<file path="src/rtl/uart_link_monitor.sv">
// rtl/uart_link_monitor.sv - round-robin echo test of N UART links with per-link verdicts
//
// Polls each channel in turn: sends the sampled cmd byte through that channel's
// transmitter and waits for the same byte to come back on its receiver. A channel
// gets a bounded number of attempts, then a pass or fail verdict is recorded.
//
// Ports:
//   clk, reset_n          system clock, asynchronous active-low reset
//   enable                level; high runs the polling loop
//   cmd                   byte to send, sampled when an attempt starts
//   tx_data/tx_start      per-channel byte and one-cycle start pulse to the transmitters
//   tx_busy               per-channel transmitter busy
//   rx_data/rx_done       per-channel received byte and receive-complete strobe
//   rx_parity_error       per-channel parity error, valid with rx_done
//   link_ok/checked       last verdict per channel / channel has a verdict
//   err_cnt               per-channel saturating failed-verdict counter (8 bits each)
//   fault                 registered OR of checked & ~link_ok
//   cur_ch                channel currently being polled
module uart_link_monitor #(
    parameter int  N_CH        = 4,
    parameter int  DATA_W      = 8,
    parameter int  STARTUP_CYC = 24000000,
    parameter int  TIMEOUT_CYC = 240,
    parameter int  GAP_CYC     = 48,
    parameter int  MAX_RETRY   = 2,
    localparam int CH_W        = (N_CH > 1) ? $clog2(N_CH) : 1
) (
    input  logic                   clk,
    input  logic                   reset_n,
    input  logic                   enable,
    input  logic [DATA_W-1:0]      cmd,
    output logic [N_CH*DATA_W-1:0] tx_data,
    output logic [N_CH-1:0]        tx_start,
    input  logic [N_CH-1:0]        tx_busy,
    input  logic [N_CH*DATA_W-1:0] rx_data,
    input  logic [N_CH-1:0]        rx_done,
    input  logic [N_CH-1:0]        rx_parity_error,
    output logic [N_CH-1:0]        link_ok,
    output logic [N_CH-1:0]        checked,
    output logic [N_CH*8-1:0]      err_cnt,
    output logic                   fault,
    output logic [CH_W-1:0]        cur_ch
);

    localparam int AT_W = (MAX_RETRY > 0) ? $clog2(MAX_RETRY + 1) : 1;

    typedef enum logic [2:0] {
        S_IDLE,
        S_STARTUP,
        S_SEND,
        S_WAIT_ECHO,
        S_GAP
    } state_t;

    state_t                  state_q, state_d;
    logic [31:0]             cnt_q, cnt_d;
    logic [AT_W-1:0]         attempt_q, attempt_d;
    logic [CH_W-1:0]         cur_ch_q, cur_ch_d;
    logic [DATA_W-1:0]       sent_q, sent_d;
    logic [N_CH*DATA_W-1:0]  tx_data_q, tx_data_d;
    logic [N_CH-1:0]         tx_start_q, tx_start_d;
    logic [N_CH-1:0]         link_ok_q, link_ok_d;
    logic [N_CH-1:0]         checked_q, checked_d;
    logic [N_CH*8-1:0]       err_cnt_q, err_cnt_d;
    logic                    fault_q, fault_d;

    logic                    enter_send;
    logic                    fail_attempt;
    logic                    pass_echo;
    logic                    expired;
    logic [DATA_W-1:0]       echo_byte;
    logic [7:0]              err_cur;

    // One counter serves as startup delay, attempt timer and inter-channel gap,
    // since those phases never overlap.
    assign expired   = (cnt_q >= 32'(TIMEOUT_CYC - 1));
    assign echo_byte = rx_data[int'(cur_ch_q)*DATA_W +: DATA_W];
    assign err_cur   = err_cnt_q[int'(cur_ch_q)*8 +: 8];

    always_comb begin
        state_d      = state_q;
        cnt_d        = cnt_q;
        attempt_d    = attempt_q;
        cur_ch_d     = cur_ch_q;
        sent_d       = sent_q;
        tx_data_d    = tx_data_q;
        tx_start_d   = '0;
        link_ok_d    = link_ok_q;
        checked_d    = checked_q;
        err_cnt_d    = err_cnt_q;
        fault_d      = |(checked_q & ~link_ok_q);
        enter_send   = 1'b0;
        fail_attempt = 1'b0;
        pass_echo    = 1'b0;

        case (state_q)
            S_IDLE: begin
                if (enable) begin
                    state_d = S_STARTUP;
                    cnt_d   = '0;
                end
            end
            S_STARTUP: begin
                if (!enable) begin
                    state_d = S_IDLE;
                    cnt_d   = '0;
                end else if (cnt_q >= 32'(STARTUP_CYC - 1)) begin
                    cur_ch_d   = '0;
                    attempt_d  = '0;
                    enter_send = 1'b1;
                end else begin
                    cnt_d = cnt_q + 32'd1;
                end
            end
            S_SEND: begin
                // Echo strobes are ignored here; the byte has not been sent yet.
                if (expired) begin
                    fail_attempt = 1'b1;
                end else if (!tx_busy[cur_ch_q]) begin
                    tx_start_d[cur_ch_q] = 1'b1;
                    state_d              = S_WAIT_ECHO;
                    cnt_d                = cnt_q + 32'd1;
                end else begin
                    cnt_d = cnt_q + 32'd1;
                end
            end
            S_WAIT_ECHO: begin
                // An echo arriving on the expiry cycle still counts as an echo.
                if (rx_done[cur_ch_q]) begin
                    if (echo_byte == sent_q && !rx_parity_error[cur_ch_q]) begin
                        pass_echo = 1'b1;
                    end else begin
                        fail_attempt = 1'b1;
                    end
                end else if (expired) begin
                    fail_attempt = 1'b1;
                end else begin
                    cnt_d = cnt_q + 32'd1;
                end
            end
            S_GAP: begin
                if (cnt_q >= 32'(GAP_CYC - 1)) begin
                    cur_ch_d  = (cur_ch_q == CH_W'(N_CH - 1)) ? '0 : cur_ch_q + 1'b1;
                    attempt_d = '0;
                    cnt_d     = '0;
                    if (enable) begin
                        enter_send = 1'b1;
                    end else begin
                        state_d = S_IDLE;
                    end
                end else begin
                    cnt_d = cnt_q + 32'd1;
                end
            end
            default: begin
                state_d = S_IDLE;
                cnt_d   = '0;
            end
        endcase

        if (fail_attempt) begin
            if (attempt_q < AT_W'(MAX_RETRY)) begin
                attempt_d  = attempt_q + 1'b1;
                enter_send = 1'b1;
            end else begin
                link_ok_d[cur_ch_q] = 1'b0;
                checked_d[cur_ch_q] = 1'b1;
                if (err_cur != 8'hFF) begin
                    err_cnt_d[int'(cur_ch_q)*8 +: 8] = err_cur + 8'd1;
                end
                state_d = S_GAP;
                cnt_d   = '0;
            end
        end

        if (pass_echo) begin
            link_ok_d[cur_ch_q] = 1'b1;
            checked_d[cur_ch_q] = 1'b1;
            state_d             = S_GAP;
            cnt_d               = '0;
        end

        // Every attempt re-samples cmd and restarts the attempt timer.
        if (enter_send) begin
            state_d                                   = S_SEND;
            cnt_d                                     = '0;
            sent_d                                    = cmd;
            tx_data_d[int'(cur_ch_d)*DATA_W +: DATA_W] = cmd;
        end
    end

    always_ff @(posedge clk or negedge reset_n) begin
        if (!reset_n) begin
            state_q    <= S_IDLE;
            cnt_q      <= '0;
            attempt_q  <= '0;
            cur_ch_q   <= '0;
            sent_q     <= '0;
            tx_data_q  <= '0;
            tx_start_q <= '0;
            link_ok_q  <= '0;
            checked_q  <= '0;
            err_cnt_q  <= '0;
            fault_q    <= 1'b0;
        end else begin
            state_q    <= state_d;
            cnt_q      <= cnt_d;
            attempt_q  <= attempt_d;
            cur_ch_q   <= cur_ch_d;
            sent_q     <= sent_d;
            tx_data_q  <= tx_data_d;
            tx_start_q <= tx_start_d;
            link_ok_q  <= link_ok_d;
            checked_q  <= checked_d;
            err_cnt_q  <= err_cnt_d;
            fault_q    <= fault_d;
        end
    end

    assign tx_data  = tx_data_q;
    assign tx_start = tx_start_q;
    assign link_ok  = link_ok_q;
    assign checked  = checked_q;
    assign err_cnt  = err_cnt_q;
    assign fault    = fault_q;
    assign cur_ch   = cur_ch_q;

endmodule

</file>
<file path="config.mk">
export PLATFORM = sky130hd
export DESIGN_NAME = uart_link_monitor
export DESIGN_NICKNAME = d
export VERILOG_FILES = /design/src/rtl/uart_link_monitor.sv
export SDC_FILE = /design/constraint.sdc
export NUM_CORES = 1
export LEC_CHECK = 0
export CORE_MARGIN = 2
export CORE_UTILIZATION = 45
export DETAILED_ROUTE_END_ITERATION = 8
export GPL_TIMING_DRIVEN = 0
export PLACE_DENSITY = 0.77
export REMOVE_ABC_BUFFERS = 1
export SYNTH_ARGS = -nofsm -noshare
export SYNTH_HDL_FRONTEND = slang
export SYNTH_SLANG_ARGS = --single-unit
</file>
<file path="constraint.sdc">
create_clock -name clk -period 6.3 [get_ports clk]
set_clock_uncertainty 0.1 [all_clocks]
set_input_delay 1.26 -clock clk [delete_from_list [all_inputs] [get_ports clk]]
set_output_delay 1.26 -clock clk [all_outputs]
set_load 0.01 [all_outputs]
</file>
==> summary.md, run 1 <==
| Metric | Value |
|---|---|
| Status | finished, final reports clean |
| Number of top-level pins | 134 |
| Placer Congestion | 0.888 |
| Grt ovf | 0 |
| Crit share post-route | 71.6% |
| FMAX | 222 MHz |
| Critical path type | input port to flip-flop |
| Die height | 128 um |
| CTS tree | built |
| CTS max path bufs | 2 |
| Routed WL | 18.6 mm |
| Ant diodes | 0 |
| Tmin final | 4510 ps |
| Worst hold path cell count | 1 |
| Max-cap violations | 0 |
| Placed Cells | 943 |
| Worst-path fanout max | 10 |
| Rel. slew slack | 3.87% |
| # Post-CTS Setup Buffers | 0 |
| Multi-input logic area | 3610 um2 |
| Post-synth EDFFs | 0 |
| Synth top area share | 44.7% |
| Reg2reg path depth | 13 |
| Mapped Area | 6950 um2 |
| Synth async-reset ratio | 100% |
| P&R area growth vs syn | 29.7% |
| Largest net degree at the start of global routing | 69 |
| DR pass1 iterations | 5 |
| CTS Buf Count | 17 |
| Fin util | 59.5% |
| Core Region | 15,100 um2 |
| # rows | 45 |
| Detailed Place HPWL | 13.2 mm |
| Port Buf Inserts | 133 |
| H-Tree Depth | 4 |
| Initial core utilization | 45.9% |
| Fill cell instance count of the final layout | 1,188 |
| Clk pin slew, worst setup/hold paths | 60 ps |
| Leading area contributor after synthesis | dfrtp_1 |
| Final Cell Area | 9010 um2 |
| Register area | 3110 um2 |
| Die span in x | 128 um |
| Area contributors post-synth | dfrtp_1, mux2_2, mux4_2 |
| Max-slew violations | 0 |
| Worst hold path class | flip-flop to flip-flop |
| First-pass GRT wire length | 30.5 mm |
| Total power | 0.00316 W |
| Pwr/cell area | 351 nW/um2 |
| Area after DPL | 8410 um2 |
| CP startpoint kind | input port |
| Top FF cell, synth | dfrtp_1 |
| Final Net Count | 844 |
| Clk sinks | 124 |
| Iter 0 DRT Violations | 564 |
| Layout cells sized above 1 | 15.4% |
| Full die area | 16,400 um2 |
| Initial antenna violation count | 0 |
| Synth Register Bits | 124 |
| Unrepaired setup endpoints after global routing | no |
| Total track usage | 23.4% |
| # DRC | 0 |
| Critical Path AT | 4750 ps |
| WL/cell | 19.1 um |
| Syn_area_per_cell | 10.6 um2 |
| Number of vias per cell | 6.06 |
| Static leakage | 3.72 nW |
| Setup crit end kind | flip-flop |
| Vias in the first global route | 6,107 |
| Actual slew at the worst max-slew pin | 1440 ps |
| Clock Root Buffer | clkbuf_16 |
| Count leader, synth | dfrtp_1 |
| Post-Synthesis Cells | 657 |
| Worst IR Drop VDD | 0.200 mV |
| Final setup vio count | 0 |
| Finished Layout Cells | 976 |
| Synth top cells by count | dfrtp_1, nor2_1, mux2_2 |
| Worst-skew pair later-pin latency | 410 ps |
| Yosys warns | 0 |
| Post-CTS sizing | 0 |
| Required time worst endpoint | 6540 ps |
| Final hold vios | 0 |
| Antenna-violating nets left | 0 |
| Register area share after synthesis | 44.7% |
| CTS Hold Bufs | 0 |
| Unique masters post-synth | 64 |
| Via Count | 5,911 |
-- cells by family (layout without fill, tap and decap cells) --
logic type               Yosys count  in the layout  share of synthesized area, %
adder cells (fa/ha/maj)           14             14                          2.52
buffers and inverters             54            185                          3.69
AO/OA/AOI/OAI                    135            135                          14.0
flip-flops                       124            124                          44.7
multiplexers                      73             73                          14.5
XOR/XNOR                          18             18                          2.27
AND/OR/NAND/NOR                  239            239                          18.3
-- cell type report --
cell class | instances | share of cell area, %
repair buffers | 139 | 15.8
clock buffers | 18 | 4.87
clock inverters | 14 | 1.64
inverters | 14 | 0.583
well taps | 188 | 2.61
multi-input cells | 479 | 40.1
flip-flops and latches | 124 | 34.5
-- registers in the layout, indices dropped and copies added (netlist names) --
register,cells
err_cnt,32
tx_start,4
cur_ch,2
tx_data,32
fault,1
checked,4
sent_q,8
cnt_q,32
state_q,3
attempt_q,2
link_ok,4
-- cell usage in the layout, fill, tap and decap left out, types with 8 or more instances in the layout --
cell type and instances:
nand3_1 35, a32o_1 8, a21oi_1 22, nand2_1 36, nand2b_1 8, mux2_2 39, ha_1 14, dfrtp_1 122
inv_1 14, nand4_1 18, clkdlybuf4s50_1 132, mux2_4 8, a41oi_1 8, mux4_2 15, nor2_1 66, a311oi_1 18
nand4b_1 8, xor2_1 11, mux2i_1 9, nor3b_1 15, and3_1 11, clkbuf_16 17, o21ai_0 33
-- power by group --
part           leakage [nW]  switching (W)  total, W  internal (W)
clock                 0.287       0.000396  0.000965      0.000569
combinational          1.77       0.000623   0.00113      0.000505
sequential             1.66       0.000157   0.00107      0.000916
-- critical path, stage by stage --
cell,delay (ps)
clkdlybuf4s50_1,530
and2_1,260
o211a_1,130
o21bai_1,260
a22oi_1,150
or2_2,350
ha_1,490
nor2b_1,520
nand2_1,110
nor2_1,430
a32o_1,260
-- layer usage --
| metal | GRT usage (%) | routed length (um) | vias to the layer above |
|---|---|---|---|
| met3 | 5.97 | 1260 | 28 |
| met5 | 0 | 0 | - |
| li1 | - | - | 2698 |
| met4 | 6.21 | 262 | 0 |
| met1 | 29.7 | 7600 | 2937 |
| met2 | 40.1 | 9500 | 248 |
-- final timing paths --
path	to	start	slack, ps
worst max-delay path	tx_data[20]	enable	1790
worst min-delay path	attempt_q[0]	attempt_q[0]	400
worst max register to register	tx_data[20]	cnt_q[0]	1950
worst min register to register	attempt_q[0]	attempt_q[0]	400
max in group asynchronous	cur_ch[0]	reset_n	4660
min in group asynchronous	cnt_q[5]	reset_n	720
-- stage by stage --
stage          TNS, ps  worst slack, ps  hold WS, ps
3_3_place_gp    -94940             -773          361
2_1_floorplan        0             2030          349
3_5_place_dp         0             1450          382
6_report             0             1790          399
5_1_grt              0             1530          416
4_1_cts              0             1790          403
(Power assumes the default switching activity.)
==> inputs of run 2 (changes only) <==
--- a/config.mk
+++ b/config.mk
@@ -9,7 +9,7 @@
 export CORE_UTILIZATION = 45
 export DETAILED_ROUTE_END_ITERATION = 8
 export GPL_TIMING_DRIVEN = 0
-export PLACE_DENSITY = 0.77
+export PLACE_DENSITY = 0.8
 export REMOVE_ABC_BUFFERS = 1
 export SYNTH_ARGS = -nofsm -noshare
 export SYNTH_HDL_FRONTEND = slang
==> constraint.sdc (replaced) <==
create_clock -name clk -period 3.7 [get_ports clk]
set_clock_uncertainty 0.1 [all_clocks]
set_input_delay 0.74 -clock clk [delete_from_list [all_inputs] [get_ports clk]]
set_output_delay 0.74 -clock clk [all_outputs]
set_load 0.01 [all_outputs]
==> summary.md, run 2 (synthesized netlist as in run 1, its figures left out) <==
| Metric | Value |
|---|---|
| Most frequent cells in the layout | clkdlybuf4s50_1, dfrtp_1, nor2_1, mux2_2, nand2_1 |
| WL/cell | 19.1 um |
| CTS max path bufs | 2 |
| Actual slew at the worst max-slew pin | 1330 ps |
| Clock Root Buffer | clkbuf_16 |
| Rel. slew slack | 11.2% |
| Number of vias per cell | 6.08 |
| Max-cap violations | 0 |
| Ant diodes | 0 |
| # DRC | 0 |
| DR pass1 iterations | 5 |
| Worst IR Drop VDD | 0.500 mV |
| Antenna-violating nets left | 0 |
| Tmin final | 3540 ps |
| Via Count | 5,941 |
| Final Net Count | 845 |
| # rows | 45 |
| Setup crit end kind | flip-flop |
| Total track usage | 23.4% |
| Status | finished, final reports clean |
| Critical Path AT | 3810 ps |
| Worst-skew pair later-pin latency | 430 ps |
| Hold WS | 120 ps |
| Largest net degree at the start of global routing | 84 |
| Reg2Reg Setup Slack | 160 ps |
| Crit share post-route | 95.8% |
| Layout cells sized above 1 | 17.0% |
| First-pass GRT wire length | 30.0 mm |
| Die height | 128 um |
| P&R area growth vs syn | 31.8% |
| Clk sinks | 124 |
| H-Tree Depth | 4 |
| CTS Hold Bufs | 0 |
| Die span in x | 128 um |
| Max-slew violations | 0 |
| Clk pin slew, worst setup/hold paths | 60 ps |
| Routed WL | 18.7 mm |
| Final hold vios | 0 |
| CP startpoint kind | flip-flop |
| Detailed Place HPWL | 13.0 mm |
| Core Region | 15,100 um2 |
| Final setup vio count | 0 |
| Initial antenna violation count | 0 |
| Initial core utilization | 45.9% |
| Placer Congestion | 0.872 |
| Iter 0 DRT Violations | 551 |
| Full die area | 16,400 um2 |
| Post-route setup TNS | 0 ps |
| Static leakage | 3.76 nW |
| Place WS | -869 ps |
| Grt ovf | 0 |
| Pwr/cell area | 609 nW/um2 |
| Critical path type | flip-flop to flip-flop |
| Required time worst endpoint | 3960 ps |
| Port Buf Inserts | 133 |
| Worst hold path class | input port to asynchronous set/reset pin |
| Worst setup margin | 155 ps |
| FMAX | 282 MHz |
| Worst-path fanout max | 29 |
| Vias in the first global route | 5,660 |
| CTS Buf Count | 17 |
| CTS tree | built |
| Number of top-level pins | 134 |
| Commonest non-fill, non-tap cell in the layout | clkdlybuf4s50_1 |
## run 2: cell types whose count changed in the layout (fill, tap and decap cells not counted), moves of 3 or more
cell      before  now
inv_6          7    1
clkinv_4       3    0
o21ai_0       33   30
clkinv_2       0    4
## run 2: through the flow
step / utilization [%] / cells / instance area, um2 / power [W]
2_1_floorplan: - / 617 / 6740 / 0.00294
3_3_place_gp: 54.9 / 938 / 8310 / 0.00362
3_5_place_dp: 55.6 / 943 / 8420 / 0.00375
4_1_cts: 60.0 / 977 / 9090 / 0.00554
5_1_grt: 60.4 / 977 / 9160 / 0.00586
6_report: 60.4 / 977 / 9160 / 0.00558
## run 2: worst max-delay path, cell delays in order (launching register included)
cell	delay [ps]
dfrtp_4	680
ha_1	360
or3_1	360
a21oi_1	160
o21ai_1	140
o2111ai_4	240
inv_1	180
ha_1	270
nor2b_1	140
a32oi_1	620
a32o_1	220
## run 2: layer usage
layer | vias up | part of all wire, % | global-route usage [%]
met5 | - | 0 | 0
met4 | 0 | 2.3 | 8.53
met3 | 37 | 7.2 | 5.97
met2 | 244 | 49 | 36.8
met1 | 2952 | 42 | 31.3
li1 | 2708 | - | -
## run 2: power by group
group	leakage [nW]	total, W	switching (W)	internal [W]
Clock	0.289	0.00171	0.000618	0.00109
Sequential	1.66	0.00182	0.000257	0.00156
Combinational	1.81	0.00205	0.00111	0.000932
Total	3.76	0.00558	0.00199	0.00359
## run 2: final cells by class
class,count,area (um2)
clock inverter,11,141
multi-input combinational,479,3710
inverter,14,52.6
tap,188,235
clock buffer,21,460
sequential,124,3110
timing repair buffer,140,1450
fill,1196,5990
## run 2: timing repair
item | in CTS | in global routing
pin swaps | 1 | 0
hold endpoints to repair | 0 | 0
setup endpoints to repair | 103 | 33
resized for setup | 12 | 14
buffers inserted | 2 | 0
## run 2: final timing paths
check / startpoint / cells after the start / end
worst max-delay path: cur_ch[0] / 10 / tx_data[21]
worst min register to register: checked[0] / 1 / checked[0]
worst min-delay path: reset_n / 1 / cnt_q[19]
min in group clk: checked[0] / 1 / checked[0]
worst max register to register: cur_ch[0] / 10 / tx_data[21]
max in group asynchronous: reset_n / 2 / cur_ch[0]
